==> src/rtl/cpu_pkg.sv <==
`default_nettype none
// ============================================================================
// Module      : cpu_pkg
// Description : Shared types for the 5-stage vector CPU pipeline control.
//               Opcode encoding, scoreboard entry layout, memory-handshake
//               FSM states and the scoreboard hit helper.
// Revision    : 1.0 - initial release
// ============================================================================
package cpu_pkg;

    typedef enum logic [3:0] {
        RTYPE = 4'h0,
        VLD   = 4'h1,
        VSD   = 4'h2,
        VBEZ  = 4'h3,
        VBNEZ = 4'h4,
        VNOP  = 4'hF
    } opcode_e;

    // One in-flight instruction as seen by the hazard logic.
    typedef struct packed {
        logic       valid;
        logic       wr;
        logic [4:0] rd;
        logic       mem;
        logic       we;
    } sb_entry_t;

    typedef enum logic [1:0] {
        IDLE = 2'd0,
        WAIT = 2'd1,
        ERR  = 2'd2
    } mem_state_e;

    // True when entry e will write register r. R0 never matches.
    function automatic logic sb_hit(input sb_entry_t e, input logic [4:0] r);
        return e.valid && e.wr && (e.rd == r) && (r != 5'd0);
    endfunction

endpackage
`default_nettype wire

==> src/rtl/mem_hs_fsm.sv <==
`default_nettype none
// ============================================================================
// Module      : mem_hs_fsm
// Description : Data-memory request/acknowledge handshake for the MEM stage,
//               with a request timeout and a sticky error state.
// Ports       : clk, reset      - clock, async active-high reset
//               mem_op_i        - MEM stage holds a load/store
//               mem_we_i        - that access is a store
//               dmem_ack_i      - memory accepted/returned the access
//               dmem_req_o      - memory request
//               dmem_we_o       - request is a write
//               stall_all_o     - freeze the whole pipeline
//               mem_err_o       - sticky timeout error
// Revision    : 1.0 - initial release
// ============================================================================
module mem_hs_fsm #(
    parameter int MEM_TIMEOUT = 64
) (
    input  logic clk,
    input  logic reset,
    input  logic mem_op_i,
    input  logic mem_we_i,
    input  logic dmem_ack_i,
    output logic dmem_req_o,
    output logic dmem_we_o,
    output logic stall_all_o,
    output logic mem_err_o
);
    import cpu_pkg::*;

    localparam int                CNT_W    = (MEM_TIMEOUT > 1) ? $clog2(MEM_TIMEOUT) : 1;
    localparam logic [CNT_W-1:0]  CNT_LAST = CNT_W'(MEM_TIMEOUT - 1);

    mem_state_e       state_q;
    logic [CNT_W-1:0] cnt_q;
    logic             mem_err_q;

    always_ff @(posedge clk or posedge reset) begin
        if (reset) begin
            state_q   <= IDLE;
            cnt_q     <= '0;
            mem_err_q <= 1'b0;
        end else begin
            case (state_q)
                IDLE: begin
                    cnt_q <= '0;
                    if (mem_op_i && !dmem_ack_i) begin
                        state_q <= WAIT;
                    end
                end
                WAIT: begin
                    if (dmem_ack_i) begin
                        state_q <= IDLE;
                        cnt_q   <= '0;
                    end else if (cnt_q == CNT_LAST) begin
                        state_q   <= ERR;
                        mem_err_q <= 1'b1;
                    end else begin
                        cnt_q <= cnt_q + CNT_W'(1);
                    end
                end
                ERR: begin
                    // Only reset leaves the error state.
                    mem_err_q <= 1'b1;
                end
                default: state_q <= IDLE;
            endcase
        end
    end

    // The ack is honoured in the same cycle, so these depend on dmem_ack_i.
    always_comb begin
        dmem_req_o  = 1'b0;
        dmem_we_o   = 1'b0;
        stall_all_o = 1'b0;
        case (state_q)
            IDLE: begin
                if (mem_op_i) begin
                    dmem_req_o  = 1'b1;
                    dmem_we_o   = mem_we_i;
                    stall_all_o = !dmem_ack_i;
                end
            end
            WAIT: begin
                dmem_req_o  = 1'b1;
                dmem_we_o   = mem_we_i;
                stall_all_o = !dmem_ack_i;
            end
            ERR:     stall_all_o = 1'b1;
            default: stall_all_o = 1'b0;
        endcase
    end

    assign mem_err_o = mem_err_q;

endmodule
`default_nettype wire

==> src/rtl/pipe_hazard_ctrl.sv <==
`default_nettype none
// ============================================================================
// Module      : pipe_hazard_ctrl
// Description : Pipeline sequencing controller. Tracks in-flight register
//               writes in a 3-entry scoreboard (EX, MEM, WB), detects RAW
//               hazards and taken branches for the instruction in ID, and
//               drives the MEM-stage memory handshake.
// Ports       : clk, reset             - clock, async active-high reset
//               id_*                   - decoded fields of the ID instruction
//               dmem_ack               - memory handshake acknowledge
//               stall_front/bubble_ex  - hazard stall of PC+IF/ID, NOP into EX
//               stall_all              - freeze the whole pipeline
//               flush_if/pc_sel_branch - taken-branch redirect
//               dmem_req/dmem_we       - memory request and direction
//               mem_err                - sticky memory timeout
//               stall_cnt              - saturating stall-cycle counter
// Revision    : 1.0 - initial release
// ============================================================================
module pipe_hazard_ctrl #(
    parameter int MEM_TIMEOUT      = 64,
    parameter bit WB_WRITE_THROUGH = 1'b1,
    parameter int STALL_CNT_W      = 16
) (
    input  logic                   clk,
    input  logic                   reset,
    input  logic                   id_valid,
    input  logic                   id_wrEn,
    input  logic                   id_memEn,
    input  logic                   id_memwrEn,
    input  logic                   id_bez,
    input  logic                   id_bnez,
    input  logic                   id_R_type,
    input  logic [4:0]             id_rD,
    input  logic [4:0]             id_rA,
    input  logic [4:0]             id_rB,
    input  logic                   id_rD_zero,
    input  logic                   dmem_ack,
    output logic                   stall_front,
    output logic                   bubble_ex,
    output logic                   stall_all,
    output logic                   flush_if,
    output logic                   pc_sel_branch,
    output logic                   dmem_req,
    output logic                   dmem_we,
    output logic                   mem_err,
    output logic [STALL_CNT_W-1:0] stall_cnt
);
    import cpu_pkg::*;

    localparam bit WB_CHECK = !WB_WRITE_THROUGH;

    sb_entry_t sb_ex_q, sb_mem_q, sb_wb_q;
    sb_entry_t sb_ex_d;

    logic                   id_store, id_load;
    logic [2:0]             rd_use;
    logic [2:0][4:0]        rd_reg;
    logic [2:0]             rd_hit;
    logic                   data_hazard;
    logic                   taken;
    logic [STALL_CNT_W-1:0] stall_cnt_q, stall_cnt_d;
    logic                   wb_unused;

    assign id_store = id_memEn & id_memwrEn;
    assign id_load  = id_memEn & ~id_memwrEn;

    // Read ports: 0 = rA (R-type, store), 1 = rB (R-type), 2 = rD (store, branch)
    assign rd_use[0] = id_valid & (id_R_type | id_store);
    assign rd_use[1] = id_valid & id_R_type;
    assign rd_use[2] = id_valid & (id_store | id_bez | id_bnez);
    assign rd_reg[0] = id_rA;
    assign rd_reg[1] = id_rB;
    assign rd_reg[2] = id_rD;

    for (genvar gi = 0; gi < 3; gi++) begin : g_rd_port
        assign rd_hit[gi] = rd_use[gi] &
                            (sb_hit(sb_ex_q,  rd_reg[gi]) |
                             sb_hit(sb_mem_q, rd_reg[gi]) |
                             (WB_CHECK & sb_hit(sb_wb_q, rd_reg[gi])));
    end

    assign data_hazard = |rd_hit;

    // Hazard stall freezes the front even under stall_all; the EX bubble and
    // branch redirect are meaningless while everything is frozen.
    assign stall_front = data_hazard;
    assign bubble_ex   = data_hazard & ~stall_all;

    assign taken = id_valid & ((id_bez & id_rD_zero) | (id_bnez & ~id_rD_zero))
                 & ~data_hazard & ~stall_all;
    assign pc_sel_branch = taken;
    assign flush_if      = taken;

    always_comb begin
        sb_ex_d = '0;
        if (id_valid && !bubble_ex) begin
            sb_ex_d.valid = 1'b1;
            sb_ex_d.wr    = (id_wrEn | id_load) && (id_rD != 5'd0);
            sb_ex_d.rd    = id_rD;
            sb_ex_d.mem   = id_memEn;
            sb_ex_d.we    = id_store;
        end
    end

    always_ff @(posedge clk or posedge reset) begin
        if (reset) begin
            sb_ex_q  <= '0;
            sb_mem_q <= '0;
            sb_wb_q  <= '0;
        end else if (!stall_all) begin
            sb_ex_q  <= sb_ex_d;
            sb_mem_q <= sb_ex_q;
            sb_wb_q  <= sb_mem_q;
        end
    end

    // The retiring entry's memory fields have no consumer past MEM.
    assign wb_unused = sb_wb_q.mem ^ sb_wb_q.we;

    mem_hs_fsm #(
        .MEM_TIMEOUT (MEM_TIMEOUT)
    ) u_mem_hs_fsm (
        .clk         (clk),
        .reset       (reset),
        .mem_op_i    (sb_mem_q.valid & sb_mem_q.mem),
        .mem_we_i    (sb_mem_q.we),
        .dmem_ack_i  (dmem_ack),
        .dmem_req_o  (dmem_req),
        .dmem_we_o   (dmem_we),
        .stall_all_o (stall_all),
        .mem_err_o   (mem_err)
    );

    always_comb begin
        stall_cnt_d = stall_cnt_q;
        if ((stall_front || stall_all) && (stall_cnt_q != '1)) begin
            stall_cnt_d = stall_cnt_q + STALL_CNT_W'(1);
        end
    end

    always_ff @(posedge clk or posedge reset) begin
        if (reset) begin
            stall_cnt_q <= '0;
        end else begin
            stall_cnt_q <= stall_cnt_d;
        end
    end

    assign stall_cnt = stall_cnt_q;

endmodule
`default_nettype wire

==> config.mk <==
export PLATFORM = sky130hd
export DESIGN_NAME = pipe_hazard_ctrl
export DESIGN_NICKNAME = d
export VERILOG_FILES = /design/src/rtl/cpu_pkg.sv /design/src/rtl/mem_hs_fsm.sv /design/src/rtl/pipe_hazard_ctrl.sv
export SDC_FILE = /design/constraint.sdc
export NUM_CORES = 1
export LEC_CHECK = 0
export CAP_MARGIN = 40
export CORE_MARGIN = 1
export CORE_UTILIZATION = 45
export CTS_BUF_LIST = sky130_fd_sc_hd__clkbuf_16
export CTS_CLUSTER_SIZE = 40
export DETAILED_ROUTE_END_ITERATION = 12
export PLACE_DENSITY = 0.74
export SETUP_SLACK_MARGIN = 0.3
export SYNTH_ARGS = -nofsm -noshare
export SYNTH_HDL_FRONTEND = slang
export SYNTH_SLANG_ARGS = --single-unit
==> constraint.sdc <==
create_clock -name clk -period 2 [get_ports clk]
set_input_delay 0.2 -clock clk [delete_from_list [all_inputs] [get_ports clk]]
set_output_delay 0.2 -clock clk [all_outputs]
set_load 0.005 [all_outputs]
==> results_dict.tcl <==
set metrics [dict create \
    wire_per_inst_um 15.9 \
    start_util_pct 47.3 \
    io_pins 50 \
    rows 26 \
    grt_pass1_vias 2158 \
    reg2reg_slack_ns -0.22 \
    synthFlopType "dfrtp_1" \
    leakagePower_nw 1.79 \
    r2r_start "sb_mem_q[3]" \
    crit_buf_inv 3 \
    wirelength_um 7090 \
    crit_family "simple AND/OR/NAND/NOR gates" \
    core_area_um2 5140 \
    die_h_um 75.5 \
    crit_path_top_delay_cell "dfrtp_1" \
    startpoint_type "flip-flop" \
    hold_viol 0 \
    ys_warn_count 0 \
    drt_iter0_markers 117 \
    cts.sinks 43 \
    syn_area_um2 2430 \
    drive_gt1_share_pct 33.6 \
    grt_max_degree 44 \
    place_hpwl_um 4510 \
    maxCapViolCount 0 \
    ir_drop_mv 0.404 \
    syn_area_per_cell_um2 9.04 \
    timing.rr.end "stall_cnt[13]" \
    path_clk_slew_ns 0.06 \
    synth_area_leader_cell "dfrtp_1" \
    synth_edf_count 0 \
    crit_required_ns 2.21 \
    vias_per_cell 5.35 \
    period_needed_ns 2.22 \
    fin_ws_ns -0.222 \
    synthTopCellsByArea "dfrtp_1 44%, xor2_1 13%, nand2_1 9.3%, o21ai_0 3.7%, nor2_1 2.3%" \
    ys_async_sr_fraction_pct 100 \
    synth_seq_area_share_pct 44.3 \
    firstDrtPassIters 4 \
    cp_max_fo 7 \
    dieArea_um2 5700 \
    cp.arrival_ns 2.43 \
    postCtsHoldBufs 0 \
    violations "setup timing" \
    cts.path.max_buffers 2 \
    clockRootBuffer "clkbuf_16" \
    finalSetupViolations 20 \
    power_density_nw_per_um2 502 \
    p_total_mw 1.91 \
    yosysTopAreaCellShare_pct 44.3 \
    min_path_type "in -> async" \
    io_buffer_count 49 \
    ant_nets 0 \
    status "complete, but fails checks" \
    final_cell_mix "58 x nand2_1, 46 x buf_4, 38 x dfrtp_1" \
    syn2layout_area_growth_pct 56.4 \
    place_congestion 0.876 \
    reg2reg_depth 10 \
    crit_type "reg -> reg" \
    rsz0062_at_grt "yes" \
    vias 2380 \
    cts_buffers 5 \
    layout_commonest_cell "nand2_1" \
    grt_remaining_overflow 0 \
    relSlewSlack_pct 60.5 \
    fmax_ghz 0.450 \
    ys_ff_latch 43 \
    antenna_found_initial 0 \
    crit_path_max_incr_delay_ns 0.47 \
    tightest_slew_ns 0.592 \
    dieWidth_um 75.5 \
    drc 0 \
    drv_slew 0 \
    netlist_instances 269 \
    grt_usage_pct 24.0 \
    fin_crit_sh_pct 111 \
    setup.worst_path.end_class "flip-flop" \
    fin_util_pct 74.0 \
    clkLatencyLatePin_ns 0.28 \
    num_antenna_cells 0 \
    path_cells "xor2_1 -> nor4_1 -> a32oi_2 -> o22ai_4 -> buf_6 -> buf_6 -> o21ai_4 -> buf_8 -> nor3_4 -> xor2_1" \
    finalNetCount 402 \
    yosysUniqueCellTypes 45 \
    htreeDepth 2 \
    cts_tree "built" \
    grt_pass1_wl_um 10200 \
    crit_start "sb_mem_q[3]" \
    fin_skew_ns 0.00465 \
    syn_nets 297 \
]
[kinds of logic (layout without fill, tap and decap cells)]
family | Yosys count | count (layout) | share of synthesized area, %
DFF | 43 | 43 | 44.3
buffers and inverters | 20 | 126 | 3.81
AOI/OAI and AO/OA | 42 | 42 | 12.0
xor gates and xnor gates | 42 | 42 | 15.1
and+or+nand+nor | 116 | 116 | 21.8
adders and majority gates | 2 | 2 | 1.03
muxes | 4 | 4 | 1.90
[through the flow]
stage / TNS [ns] / hold WS [ns] / cells / setup WS (ns) / area (µm²)
floorplan: 0 / 0.336 / 269 / 0.0650 / 2470
global placement: -9.74 / 0.453 / 420 / -0.617 / 3290
detailed placement: -10.11 / 0.456 / 420 / -0.632 / 3290
CTS: -2.52 / 0.372 / 435 / -0.220 / 3580
global route: -4.74 / 0.384 / 445 / -0.311 / 3800
finish: -2.96 / 0.357 / 445 / -0.222 / 3800
[synthesized netlist by cell type (4+ instances only)]
cell type and number:
xor2_1 37, nand3_1 5, dfrtp_1 43, a21oi_1 7, nor4_1 6, nor2_2 4, o21ai_0 18, nor2_1 15
nor3_1 9, inv_1 9, and2_1 4, buf_2 4, clkbuf_1 4, nand2_1 60, xnor2_1 5
[power breakdown]
group / switching [mW] / leakage (nW) / internal (mW)
logic: 0.0914 / 1.18 / 0.103
clock network: 0.360 / 0.0664 / 0.467
registers: 0.0101 / 0.542 / 0.877
total: 0.461 / 1.79 / 1.45
[per-layer routing]
metal	track usage [%]	up-vias	wire length [µm]
met1	31.3	1165	3000
met2	40.6	77	3570
met5	0	-	0
met3	4.23	27	289
li1	-	1111	-
met4	8.23	0	231
[worst reg2reg max path: cells and delay by family (launching register included)]
family / cells / cell delay (ns)
AND/OR/NAND/NOR: 2 / 0.58
flip-flops: 1 / 0.47
buffers and inverters: 3 / 0.38
XOR/XNOR: 2 / 0.37
AO/OA/AOI/OAI: 3 / 0.34
[what timing repair did]
action                                  in CTS  in global routing
buffers inserted                             7                  9
gates resized for setup                     62                 39
endpoints found under the hold margin        0                  0
gates cloned                                 0                  1
pin swaps                                   15                 18
endpoints found under the setup margin      33                 33
[state kept, by name, summed over array words and instances, names as in the netlist]
name,count
u_mem_hs_fsm.mem_err_o,1
u_mem_hs_fsm.state_q,2
stall_cnt,16
u_mem_hs_fsm.cnt_q,6
sb_ex_q,9
sb_mem_q,9
[worst max-delay path by stage]
stage                     slack, ns       endpoint  depth (start not counted)
after floorplan                0.07   stall_cnt[1]                          8
after global placement        -0.62       flush_if                          8
after detailed placement      -0.63       flush_if                          8
after CTS                     -0.22       flush_if                          8
after global routing          -0.31  stall_cnt[13]                         10
final                         -0.22  stall_cnt[13]                         10
[layout make-up]
class / count / area [µm²]
clock buffer: 5 / 125
clock inverter: 3 / 23.8
fill: 364 / 1340
inverter: 9 / 33.8
multi-input combinational: 206 / 1480
sequential: 43 / 1080
tap: 70 / 87.6
timing repair buffer: 109 / 971
Note: power is estimated with default switching activity, not from simulation.
==> patch 1 (config.mk and constraints unchanged) <==
Reset style: synchronous (`reset`), changed in 3 clocked blocks. Comments in the files are not updated.
--- a/src/rtl/mem_hs_fsm.sv
+++ b/src/rtl/mem_hs_fsm.sv
@@ -35,7 +35,7 @@
     logic [CNT_W-1:0] cnt_q;
     logic             mem_err_q;
 
-    always_ff @(posedge clk or posedge reset) begin
+    always_ff @(posedge clk) begin
         if (reset) begin
             state_q   <= IDLE;
             cnt_q     <= '0;
--- a/src/rtl/pipe_hazard_ctrl.sv
+++ b/src/rtl/pipe_hazard_ctrl.sv
@@ -102,7 +102,7 @@
         end
     end
 
-    always_ff @(posedge clk or posedge reset) begin
+    always_ff @(posedge clk) begin
         if (reset) begin
             sb_ex_q  <= '0;
             sb_mem_q <= '0;
@@ -138,7 +138,7 @@
         end
     end
 
-    always_ff @(posedge clk or posedge reset) begin
+    always_ff @(posedge clk) begin
         if (reset) begin
             stall_cnt_q <= '0;
         end else begin
Behaviour: differs if reset is asserted again (counterexample within 4 cycles, from zero or initial values and one cycle with reset high); with reset held inactive, the same outputs for 10 cycles.
==> patch 1 against the original RTL <==
The flow still finishes with violations (negative setup slack). Sequential cell count unchanged. Worst hold slack improved by 0.078 ns. Worst setup slack got worse by 0.13 ns. Wire length increased by 25%. Via count increased by 14%. Non-clock buffer count increased by 6. Final area increased by 7.2%. Power increased by 3.1%. Largest power group unchanged. Area after synthesis decreased by 1.6%. Critical path type unchanged.
==> patch 1: results (changes against the original RTL) <==
The post-placement setup slack came to -0.612 ns (was -0.632 ns). The highest net fanout along the worst path came out at 5 (was 7). The cell class contributing the biggest share of worst-path delay is compound AO/OA/AOI/OAI gates (was simple AND/OR/NAND/NOR gates). The source of the worst register-to-register timing path was sb_ex_q[5]$_SDFFE_PP0N_ (was sb_mem_q[3]$_DFFE_PP0N_).

The worst setup margin came to -0.355 ns (was -0.222 ns). The final hold slack came out at 0.435 ns (was 0.357 ns). Top cells by area, synth: dfxtp_1 36%, xnor2_1 9.9%, nor2_1 5.5% (was dfrtp_1 44%, xor2_1 13%, nand2_1 9.3%). The final clock skew is 0.00925 ns (was 0.00465 ns). Run status: finished with violations (unchanged). The library cell contributing the largest single delay on the critical path is dfxtp_4 (was dfrtp_1). The instance count after placement with tap cells included is 417 (was 420). The final weighted congestion of routability-driven global placement came out at 0.830 (was 0.876).

The relative area of non-clock buffer cells in the final design is 28.3% (was 25.5%). Violations in the final reports: negative setup slack (unchanged). The final-layout setup total negative slack is -6.21 ns (was -2.96 ns). Post-synth top cells: 43 x dfxtp_1, 35 x nor2_1, 27 x xnor2_1 (was 60 x nand2_1, 43 x dfrtp_1, 37 x xor2_1).

The DRC violation total after the first TritonRoute iteration is 216 (was 117). The final net count is 409 (was 402). The worst path arrival time is 2.53 ns (was 2.43 ns). The worst relative slew slack is 68.5% (was 60.5%).

The number of setup violations in the final report is 29 (was 20). The xor/xnor cell area share of the yosys netlist came out at 12.1% (was 15.1%). The share of synthesized cell area in full adder, half adder and majority cells came out at 1.05% (was 1.03%). The share of flip-flops with an asynchronous set or reset is 0% (was 100%). The post-synthesis cell type count came out at 49 (was 45). The total area of sequential cells is 892 um2 (was 1080 um2).

The maximum single-stage delay on the critical path came out at 0.41 ns (was 0.47 ns).
-- patch 1: logic make-up (layout without fill, tap and decap cells) --
logic type | count (synthesis) | count (layout)
flip-flops | 43 | 43
adder cells (fa/ha/maj) | 2 | 2
AND/OR/NAND/NOR | 108 | 108
AO/OA/AOI/OAI | 59 | 59
XOR/XNOR | 33 | 33
buffers and inverters | 23 | 127
multiplexers | 10 | 10
-- patch 1: power by group through the flow --
stage	Sequential [W]	Combinational, W	Clock [W]
final	0.000890	0.000281	0.000797
after global placement	0.000910	0.000221	0
after floorplan	0.000898	0.000118	0
after CTS	0.000888	0.000241	0.000800
after global routing	0.000891	0.000295	0.000840
after detailed placement	0.000910	0.000226	0
-- patch 1: metal layers --
| layer | GRT usage, % | wire length, um |
|---|---|---|
| met5 | 0 | 0 |
| met4 | 9.64 | 311 |
| met3 | 4.95 | 480 |
| met2 | 47.6 | 4590 |
| met1 | 35.0 | 3470 |
-- patch 1: worst max-delay path by stage --
stage / from / end / slack [ns] / cells after the start
floorplan: id_rB[1] / pc_sel_branch / -0.04 / 9
global placement: id_rB[1] / pc_sel_branch / -0.59 / 8
detailed placement: id_rB[1] / pc_sel_branch / -0.61 / 8
CTS: sb_ex_q[5]$_SDFFE_PP0N_ / stall_cnt[5]$_SDFFE_PP0P_ / -0.20 / 10
global route: sb_ex_q[5]$_SDFFE_PP0N_ / stall_cnt[10]$_SDFFE_PP0P_ / -0.39 / 11
finish: sb_ex_q[5]$_SDFFE_PP0N_ / stall_cnt[10]$_SDFFE_PP0P_ / -0.36 / 11
-- patch 1: what timing repair did --
item / 4_1_cts / 5_1_grt
resized for setup: 105 / 59
setup buffers: 19 / 5
setup endpoints to repair: 40 / 41
pin swaps: 29 / 24
cloned: 3 / 0
==> patch 2 (same settings) <==
Made on the original files. Change the parameter `WB_WRITE_THROUGH` from 1'b1 to 1'b0.
--- a/src/rtl/pipe_hazard_ctrl.sv
+++ b/src/rtl/pipe_hazard_ctrl.sv
@@ -18,7 +18,7 @@
 // ============================================================================
 module pipe_hazard_ctrl #(
     parameter int MEM_TIMEOUT      = 64,
-    parameter bit WB_WRITE_THROUGH = 1'b1,
+    parameter bit WB_WRITE_THROUGH = 1'b0,
     parameter int STALL_CNT_W      = 16
 ) (
     input  logic                   clk,
Behaviour: not the same (a bounded check fails within 4 cycles, from zero or initial values and one cycle with reset high).
==> patch 2 against the original RTL <==
The flow still finishes with violations (negative setup slack). Area after synthesis increased by 19%. Wire length increased by 18%. Critical path depth decreased by 1. Final area increased by 13%. Worst setup slack got worse by 0.14 ns. Sequential cell count increased by 7. Worst hold slack got worse by 0.091 ns. Non-clock buffer count increased by 2. Highest routed layer unchanged. Sequential share of layout area increased by 0.85 points.
Power is not compared: it rests on default switching activity, and its combinational part moved more than twofold at a synthesized area within 25%.
==> patch 2: results (changes against the original RTL) <==
The library cell contributing the largest single delay on the critical path is clkdlybuf4s50_1 (was dfrtp_1). The cell class contributing the biggest share of worst-path delay is buffers and inverters (was simple AND/OR/NAND/NOR gates). The number of optimization iterations in the first detailed-route pass came out at 5 (was 4). The pin count of the biggest net entering global routing is 51 (was 44). The total nets after synthesis came out at 340 (was 297). Post-synth top cells: 51 x nand2_1, 50 x dfrtp_1, 46 x xor2_1 (was 60 x nand2_1, 43 x dfrtp_1, 37 x xor2_1). The final clock skew came out at 0.00510 ns (was 0.00465 ns). The fraction of the yosys area taken by sequential cells is 43.4% (was 44.3%).

The final weighted congestion of routability-driven global placement came out at 0.862 (was 0.876). The number of setup violations in the final report came out at 29 (was 20). The xor/xnor cell area share of the yosys netlist is 17.6% (was 15.1%). The cell area after layout came out at 4300 um2 (was 3800 um2). The multi-input logic area came out at 1780 um2 (was 1480 um2).

The number of filler cells placed in the layout is 433 (was 364). Run status: finished with violations (unchanged). The worst path arrival time came out at 2.16 ns (was 2.43 ns).

The core region area came to 6060 um2 (was 5140 um2). The first-pass GRT wire length is 12900 um (was 10200 um). The detailed-route vias per instance is 5.61 (was 5.35). The final hold slack came out at 0.266 ns (was 0.357 ns). The worst setup margin came out at -0.363 ns (was -0.222 ns).

The layout inverter count without the clock tree is 10 (was 9). The post-synthesis mux area share is 1.91% (was 1.90%). The wire length per cell came to 17.4 um (was 15.9 um). The total area of sequential cells is 1260 um2 (was 1080 um2). The worst reg2reg path depth is 9 (was 10). The termination of the worst setup path was pc_sel_branch (was stall_cnt[13]$_DFFE_PP0P_). The total via count in the routed design was 2697 (was 2380). The net switching power of the design is 0.00211 W. The final-layout setup total negative slack is -5.51 ns (was -2.96 ns). The fraction of area in clock buffers and inverters is 3.29% (was 3.92%).

Top cells by area, synth: dfrtp_1 43%, xor2_1 14%, nand2_1 6.6% (was dfrtp_1 44%, xor2_1 13%, nand2_1 9.3%). The number of antenna violations at the first check in global routing came out at 0 (unchanged). The share of synthesized cell area in full adder, half adder and majority cells is 0.868% (was 1.03%).

Violations in the final reports: negative setup slack (unchanged). The CTS clock-pin slew for the worst setup and hold paths came out at 0.07 ns. The highest net fanout along the worst path came out at 6 (was 7). The final net count came out at 433 (was 402). The clock sink count came out at 50 (was 43). The source of the worst register-to-register timing path is sb_wb_q[4]$_DFFE_PP0N_ (was sb_mem_q[3]$_DFFE_PP0N_).

The start point of the critical path is id_rD[2] (was sb_mem_q[3]$_DFFE_PP0N_). The standard cell area after detailed placement came out at 3770 um2 (was 3290 um2). The reg-to-reg endpoint is stall_cnt[14]$_DFFE_PP0P_ (was stall_cnt[13]$_DFFE_PP0P_).

The layout multi-input combinational cell count is 227 (was 206). The aggregate global-route resource usage was 25.8% (was 24.0%). The layout buffer count excluding clock buffers came out at 111 (was 109). The synthesized netlist cell count is 312 (was 269). The via count of the first global-routing pass is 2612 (was 2158). The fraction of layout cells with a size suffix above 1 came to 32.3% (was 33.6%). The worst relative slew slack is 69.6% (was 60.5%).

The post-synthesis compound-gate area fraction is 12.1% (was 12.0%). The post-placement setup slack came out at -0.757 ns (was -0.632 ns).
[patch 2: cell types whose count changed after synthesis, moves of 7 or more]
cell      before  now
xnor2_1        5   12
a21oi_1        7   22
nor2_1        15    7
dfrtp_1       43   50
o21ai_0       18    5
xor2_1        37   46
nand2_1       60   51
clkbuf_1       4   20
nand4_1        2   15
nor3_1         9    1
[patch 2: repair_timing]
action | 4_1_cts | 5_1_grt
endpoints found under the setup margin | 34 | 31
setup buffers | 11 | 4
pin swaps | 19 | 19
resized for setup | 59 | 32
[patch 2: metal layers]
layer / GRT usage [%] / up-vias / wire (um)
met3: 3.33 / 18 / 378
met4: 10.4 / 0 / 235
li1: - / 1256 / -
met1: 33.6 / 1342 / 3650
met5: 0 / - / 0
met2: 43.1 / 81 / 4130
